### config.mk
export PLATFORM = sky130hd
export DESIGN_NAME = q_seq_ctrl
export DESIGN_NICKNAME = d
export VERILOG_FILES = /design/src/rtl/q_seq_ctrl.sv
export SDC_FILE = /design/constraint.sdc
export NUM_CORES = 1
export LEC_CHECK = 0
export CAP_MARGIN = 5
export CORE_MARGIN = 3
export CORE_UTILIZATION = 45
export CTS_CLUSTER_DIAMETER = 120
export DETAILED_ROUTE_END_ITERATION = 12
export PLACE_DENSITY = 0.85
export SLEW_MARGIN = 20
export SYNTH_ARGS = -nofsm -noshare
export SYNTH_HDL_FRONTEND = slang
export SYNTH_SLANG_ARGS = --single-unit
### constraint.sdc
create_clock -name clk -period 1.94 [get_ports clk]
set_input_delay 0.388 -clock clk [delete_from_list [all_inputs] [get_ports clk]]
set_output_delay 0.388 -clock clk [all_outputs]
set_load 0.01 [all_outputs]
### src/rtl/q_seq_ctrl.sv
// rtl/q_seq_ctrl.sv - Q-matrix unit sequencer: load Givens pairs, start, wait, stream Q out.
module q_seq_ctrl #(
    parameter int SIZE    = 16,
    parameter int NROT    = 3,
    parameter int NELEM   = 9,
    parameter int AW      = 2,
    parameter int TIMEOUT = 64
) (
    input  logic            clk,
    input  logic            rst,
    input  logic            go,
    input  logic            rot_valid,
    output logic            rot_ready,
    input  logic [SIZE-1:0] rot_sin,
    input  logic [SIZE-1:0] rot_cos,
    output logic            q_load,
    output logic [AW-1:0]   q_addr,
    output logic [SIZE-1:0] q_sin,
    output logic [SIZE-1:0] q_cos,
    output logic            q_start,
    input  logic            q_done,
    output logic            q_read,
    input  logic            q_finish,
    input  logic [SIZE-1:0] q_data,
    output logic            out_valid,
    output logic [SIZE-1:0] out_data,
    output logic            out_last,
    output logic            busy,
    output logic            err
);
    localparam int EW = $clog2(NELEM + 1);
    localparam int TW = $clog2(TIMEOUT + 1);

    typedef enum logic [2:0] {IDLE, LOAD, START, WAIT_DONE, READ, FINISH, ERR} state_t;

    state_t          state, state_n;
    logic [AW-1:0]   pc, pc_n;
    logic [EW-1:0]   ec, ec_n, rc, rc_n;
    logic [TW-1:0]   timer, timer_n;
    logic            rd_d, rd_d_n;
    logic            rot_ready_n, q_load_n, q_start_n, q_read_n;
    logic [AW-1:0]   q_addr_n;
    logic [SIZE-1:0] q_sin_n, q_cos_n, out_data_n;
    logic            out_valid_n, out_last_n, busy_n, err_n;

    always_comb begin
        state_n     = state;
        pc_n        = pc;
        ec_n        = ec;
        rc_n        = rc;
        timer_n     = timer;
        rot_ready_n = rot_ready;
        q_load_n    = 1'b0;
        q_addr_n    = q_addr;
        q_sin_n     = q_sin;
        q_cos_n     = q_cos;
        q_start_n   = 1'b0;
        q_read_n    = q_read;
        err_n       = err;
        // rd_d marks the cycle in which the Q unit presents read data
        rd_d_n      = q_read;
        out_valid_n = rd_d;
        out_data_n  = rd_d ? q_data : out_data;
        out_last_n  = rd_d && (ec == EW'(NELEM - 1));
        if (rd_d && (ec != EW'(NELEM - 1)))
            ec_n = ec + EW'(1);

        case (state)
            IDLE: begin
                rot_ready_n = 1'b0;
                if (go) begin
                    err_n       = 1'b0;
                    pc_n        = '0;
                    rot_ready_n = 1'b1;
                    state_n     = LOAD;
                end
            end
            LOAD: begin
                if (rot_valid && rot_ready) begin
                    q_sin_n  = rot_sin;
                    q_cos_n  = rot_cos;
                    q_addr_n = pc;
                    q_load_n = 1'b1;
                    if (pc == AW'(NROT - 1)) begin
                        rot_ready_n = 1'b0;
                        state_n     = START;
                    end else begin
                        pc_n = pc + AW'(1);
                    end
                end
            end
            START: begin
                q_start_n = 1'b1;
                timer_n   = '0;
                state_n   = WAIT_DONE;
            end
            WAIT_DONE: begin
                if (q_done) begin
                    state_n  = READ;
                    ec_n     = '0;
                    rc_n     = '0;
                    timer_n  = '0;
                    q_read_n = 1'b1;
                end else if (timer == TW'(TIMEOUT - 1)) begin
                    state_n = ERR;
                    err_n   = 1'b1;
                end else begin
                    timer_n = timer + TW'(1);
                end
            end
            READ: begin
                if (q_read) begin
                    if (rc == EW'(NELEM - 1))
                        q_read_n = 1'b0;
                    else
                        rc_n = rc + EW'(1);
                end
                // leave only once the last element has been captured
                if (rd_d && (ec == EW'(NELEM - 1))) begin
                    state_n = FINISH;
                    timer_n = '0;
                end
            end
            FINISH: begin
                q_read_n = 1'b0;
                if (q_finish) begin
                    state_n = IDLE;
                end else if (timer == TW'(TIMEOUT - 1)) begin
                    state_n = ERR;
                    err_n   = 1'b1;
                end else begin
                    timer_n = timer + TW'(1);
                end
            end
            ERR: begin
                err_n       = 1'b1;
                q_read_n    = 1'b0;
                rot_ready_n = 1'b0;
                state_n     = IDLE;
            end
            default: state_n = IDLE;
        endcase

        busy_n = (state_n != IDLE);
    end

    always_ff @(posedge clk) begin
        if (rst) begin
            state     <= IDLE;
            pc        <= '0;
            ec        <= '0;
            rc        <= '0;
            timer     <= '0;
            rd_d      <= 1'b0;
            rot_ready <= 1'b0;
            q_load    <= 1'b0;
            q_addr    <= '0;
            q_sin     <= '0;
            q_cos     <= '0;
            q_start   <= 1'b0;
            q_read    <= 1'b0;
            out_valid <= 1'b0;
            out_data  <= '0;
            out_last  <= 1'b0;
            busy      <= 1'b0;
            err       <= 1'b0;
        end else begin
            state     <= state_n;
            pc        <= pc_n;
            ec        <= ec_n;
            rc        <= rc_n;
            timer     <= timer_n;
            rd_d      <= rd_d_n;
            rot_ready <= rot_ready_n;
            q_load    <= q_load_n;
            q_addr    <= q_addr_n;
            q_sin     <= q_sin_n;
            q_cos     <= q_cos_n;
            q_start   <= q_start_n;
            q_read    <= q_read_n;
            out_valid <= out_valid_n;
            out_data  <= out_data_n;
            out_last  <= out_last_n;
            busy      <= busy_n;
            err       <= err_n;
        end
    end
endmodule
* Word level (Yosys, flattened, before mapping)
Index checks and enable logic that the tools add are counted.
Widths: inputs -> output; s select.
** Operators by class
- Equality and inequality tests :: 21
- Add/sub/neg operators :: 4
- Reduce and logical (&&, ||, !) cells :: 20
- Bitwise gates (word level) :: 1
- Muxes and demuxes :: 39
** Operators by type and width (count)
- $mux 7 :: 4
- $pmux 7 s4 :: 1
- $mux 4 :: 6
- $mux 3 :: 7
- $ne 2x2->1 const B :: 10
- $pmux 3 s6 :: 1
- $mux 1 :: 12
- $reduce_and 4->1 :: 3
- $eq 3x3->1 const B :: 3
- $reduce_bool 3->1 :: 3
- $add 4x1->4 const B :: 2
- $eq 4x4->1 const B :: 2
- $pmux 4 s2 :: 1
- $reduce_bool 4->1 :: 2
- $add 7x1->7 const B :: 1
- $eq 7x6->1 const B :: 1
- $eq 3x2->1 const B :: 2
- $mux 2 :: 3
- $pmux 1 s3 :: 2
- $reduce_and 3->1 :: 2
- $ne 4x4->1 const B :: 1
- $pmux 1 s4 :: 1
- $pmux 2 s2 :: 1
- $reduce_and 2->1 :: 2
- other kinds (8) :: 12
** Word-level totals
- Flip-flop bits (word level) :: 79
- Input bits :: 54
- Word-level logic and storage cells :: 103
- Output and inout port bits :: 58

* Longest topological paths before layout
- Depth in word-level cells :: 5
- Depth in mapped cells :: 7
- Mapped depth without buffers :: 6

* Worst setup path before layout
Ideal clock, no wire load.
- Path type :: reg-to-reg
- From :: reg rc[0]
- To :: reg rc[3]
- Library setup time :: 0.123 ns
- Required time :: 1.817 ns
- Arrival time :: 1.603 ns
- Path buffers :: 0
- Slack :: 0.214 ns
- Cell stages (with the launch flop) :: 7
- Period minus slack after synthesis :: 1.726 ns
- Cell sequence :: dfxtp_1 -> inv_1 -> ha_1 -> and3b_1 -> o31ai_2 -> nand4_1 -> mux2_1
** Between the ends
- Longest elaborated chain between the ends :: 4
- Elaborated cells between the ends (all ways) :: 7
- Those cells by class :: add/sub (1); eq/ne (2); mux (3); reduce/logical (1)
** RTL lines
- from (decl) :: RTL line 38 : logic [EW-1:0] ec, ec_n, rc, rc_n;
- from (signal assigned) :: RTL line 171 : rc <= rc_n;
- $add 4x1->4 :: RTL line 116 : rc_n = rc + EW'(1);
- $mux 4 :: RTL line 113 : if (rc == EW'(NELEM - 1))
- $mux 4 :: RTL line 112 : if (q_read) begin
- $pmux 4 s2 :: RTL line 68 : case (state)
Several ways; a longest one is shown, not always the timed one. The select of a mux whose other input is x is not followed.
A chain may end at the register's enable or synchronous reset.

* Final worst setup path
- From :: reg ec[0]
- To :: reg timer[3]
** Between the ends
- Longest elaborated chain between the ends :: 4
** RTL lines
- from (decl) :: RTL line 38
- from (signal assigned) :: RTL line 170 : ec <= ec_n;
- $eq 4x4->1 :: RTL line 119 : if (rd_d && (ec == EW'(NELEM - 1))) begin
- $logic_and 1x1->1 :: RTL line 119
- $ne 2x2->1 (no line)
- $reduce_and 3->1 (no line)
- to (signal assigned) :: RTL line 172 : timer <= timer_n;
- to (decl) :: RTL line 39 : logic [TW-1:0] timer, timer_n;
No other way between the ends.

==> flow_summary.json <==
{
  "firstDrtPassIters": 4,
  "synth_area_leader_cell": "dfxtp_1",
  "met2_usage_pct": 33.3,
  "postCtsHoldBufs": 0,
  "rsz0062_at_grt": "false",
  "grt_use_total_pct": 19.2,
  "viasPerCell": 5.19,
  "leakage_uw": 0.00166,
  "yosys-top-cells-count": "nand2_1 (80), dfxtp_1 (79), a21oi_1 (45), nor2_1 (37), mux2i_1 (19)",
  "yosysMostFrequentCell": "nand2_1",
  "synth-seq-area-share_pct": 47.6,
  "final_area_mm2": 0.00476,
  "grt_max_degree": 55,
  "ys_seq_elements": 79,
  "status": "completed",
  "hold_ws_ns": 0.374,
  "dieArea_mm2": 0.00844,
  "placed_cells_incl_taps": 584,
  "cts_setup_buffers": 0,
  "grt.busiest_layer": "met2",
  "async_flop_share_pct": 0,
  "ctsResizeCount": 0,
  "num_rows": 30,
  "grt_pass1_wl_um": 13400,
  "place_congestion": 0.851,
  "start_util_pct": 47.5,
  "place_area_mm2": 0.00455,
  "finalHoldViolations": 0,
  "synth_area_mm2": 0.00332,
  "endpoint_kind": "register",
  "area_growth_syn_to_layout_pct": 43.3,
  "syn_area_per_cell_um2": 8.67,
  "hpwl_um": 6120,
  "cts_sinks": 79,
  "synth-main-ff-cell": "dfxtp_1",
  "crit_slowest_cell": "or4_1",
  "path_max_fanout": 5,
  "start_kind": "register",
  "cts_tree": "built",
  "setup_slack_ns": 0.140,
  "cp.required_ns": 2.21,
  "first_iter_violations": 76,
  "finalSetupViolCount": 0,
  "portBuffers": 111,
  "clock-root-buffer": "clkbuf_8",
  "clk_latency_ns": 0.34,
  "hp-class": "primary input to register",
  "grt_pass1_vias": 2971,
  "antenna_cells": 0,
  "max_cap_viol_count": 0,
  "wl_per_cell_um": 13.9,
  "grt_util_met1_pct": 22.9,
  "fin_skew_ns": 0.0138,
  "io_pins": 112,
  "htreeDepth": 3,
  "synth_nets": 444,
  "dpl_worst_slack_ns": -0.0774,
  "clkTransAtPathRegs_ns": 0.08,
  "setup_tns_ns": 0,
  "max_freq_ghz": 0.556,
  "die_w_um": 91.9,
  "crit_arrival_ns": 2.07,
  "ys_warn_count": 0,
  "min_period_over_period_pct": 92.8,
  "final_layout_size_suffix_gt1_share_pct": 8.53,
  "die_h_um": 91.9,
  "slew_headroom_pct": 62.3,
  "yosys-top-cells-area": "dfxtp_1 (48%), nand2_1 (9.0%), a21oi_1 (6.8%)",
  "coreArea_mm2": 0.00698,
  "met3_usage_pct": 4.51,
  "irDropWorstVdd_mv": 0.433,
  "layoutNonFillerInstCount": 600,
  "yosysTopAreaCellShare_pct": 47.6,
  "antenna_left": 0,
  "report.final.slew_viol_count": 0,
  "vias": 3114,
  "cts_buffer_depth": 2,
  "critPathMaxStageDelay_ns": 0.47,
  "post-route-min-period_ns": 1.80,
  "synth.distinct_cells": 56,
  "cts_made_buffers": 9,
  "route.detailed.drc": 0,
  "wl_um": 8330,
  "tightestPinTransition_ns": 0.566,
  "overflow": 0,
  "antenna_found_initial": 0,
  "syn_inst": 383,
  "synth-edff-count": 0,
  "crit_chain": "inv_1 -> ha_1 -> nand4b_4 -> o211a_2 -> or4_1 -> a21oi_1",
  "finalNetCount": 560,
  "crit_type": "register to register",
  "power_density_mw_per_mm2": 662
}
[layer usage]
| layer | vias to the layer above | routed length [µm] |
|---|---|---|
| li1 | 1542 | - |
| met1 | 1453 | 3680 |
| met2 | 109 | 3990 |
| met3 | 10 | 534 |
| met4 | 0 | 127 |
| met5 | - | 0 |
[where the power goes]
group / switching [µW] / internal [µW]
registers: 10.8 / 1640
clock network: 606 / 636
logic: 106 / 152
[cell usage in the layout, fill, tap and decap left out, types with 2 or more instances in the layout]
master / instances
clkdlybuf4s50_1: 110
nand2_1: 80
dfxtp_1: 79
a21oi_1: 45
nor2_1: 37
mux2i_1: 19
buf_4: 16
inv_1: 12
clkbuf_8: 10
ha_1: 7
o21ai_0: 5
nand4_1: 4
nor2b_1: 4
and3_1: 4
nand3_1: 4
nor3_1: 4
nand2b_1: 3
nand3b_1: 3
a31oi_1: 3
a211oi_1: 3
o31ai_1: 3
a221oi_1: 2
xor2_1: 2
a311oi_1: 2
xnor2_1: 2
a31o_1: 2
or4_1: 2
o211ai_1: 2
clkinv_4: 2
[cell families (layout without fill, tap and decap cells)]
logic type	after synthesis	after routing	synth area share, %
simple gates	158	158	22.1
compound gates	80	80	15.1
flops	79	79	47.6
buf+inv	35	156	5.39
mux	20	20	6.07
fa+ha+maj	7	7	2.64
xor+xnor	4	4	1.06
[worst max-delay path, delay by kind of cell, from the launching register on]
| family | cells | cell delay (ns) |
|---|---|---|
| DFF | 1 | 0.33 |
| adders and majority gates | 1 | 0.22 |
| buffers and inverters | 1 | 0.10 |
| AOI/OAI and AO/OA | 2 | 0.45 |
| and+or+nand+nor | 2 | 0.63 |
[layout make-up]
class | count | area [µm²]
inverters | 12 | 45.0
clock inverters | 6 | 68.8
fillers | 571 | 2220
repair buffers | 128 | 1250
multi-input cells | 269 | 1560
flip-flops and latches | 79 | 1580
well taps | 96 | 120
clock buffers | 10 | 138
[metrics by stage]
stage,power (µW),utilization [%]
after global routing,3280,68.2
after global placement,1940,65.2
after detailed placement,1940,65.2
final,3150,68.2
after floorplan,1780,-
after CTS,3180,68.2
[flip-flops by register name, indices dropped and copies added (netlist names)]
signal / cells
q_read: 1
pc: 2
out_last: 1
q_sin: 16
out_valid: 1
q_cos: 16
timer: 7
out_data: 16
state: 3
ec: 4
out_valid_n: 1
q_load: 1
q_addr: 2
rot_ready: 1
rc: 4
q_start: 1
busy: 1
err: 1
[path summary, 6_finish.rpt]
kind              cells past startpoint  slack (ns)                  start               endpoint
hold reg to reg                       2        0.45  q_sin[5]$_SDFFE_PP0P_  q_sin[5]$_SDFFE_PP0P_
setup / recovery                      6        0.14       ec[0]$_SDFF_PP0_  timer[3]$_SDFFE_PP0P_
hold / removal                        2        0.37                    rst    out_last$_SDFF_PP0_
setup reg to reg                      6        0.14       ec[0]$_SDFF_PP0_  timer[3]$_SDFFE_PP0P_
Power figures use the tool's default switching activity.
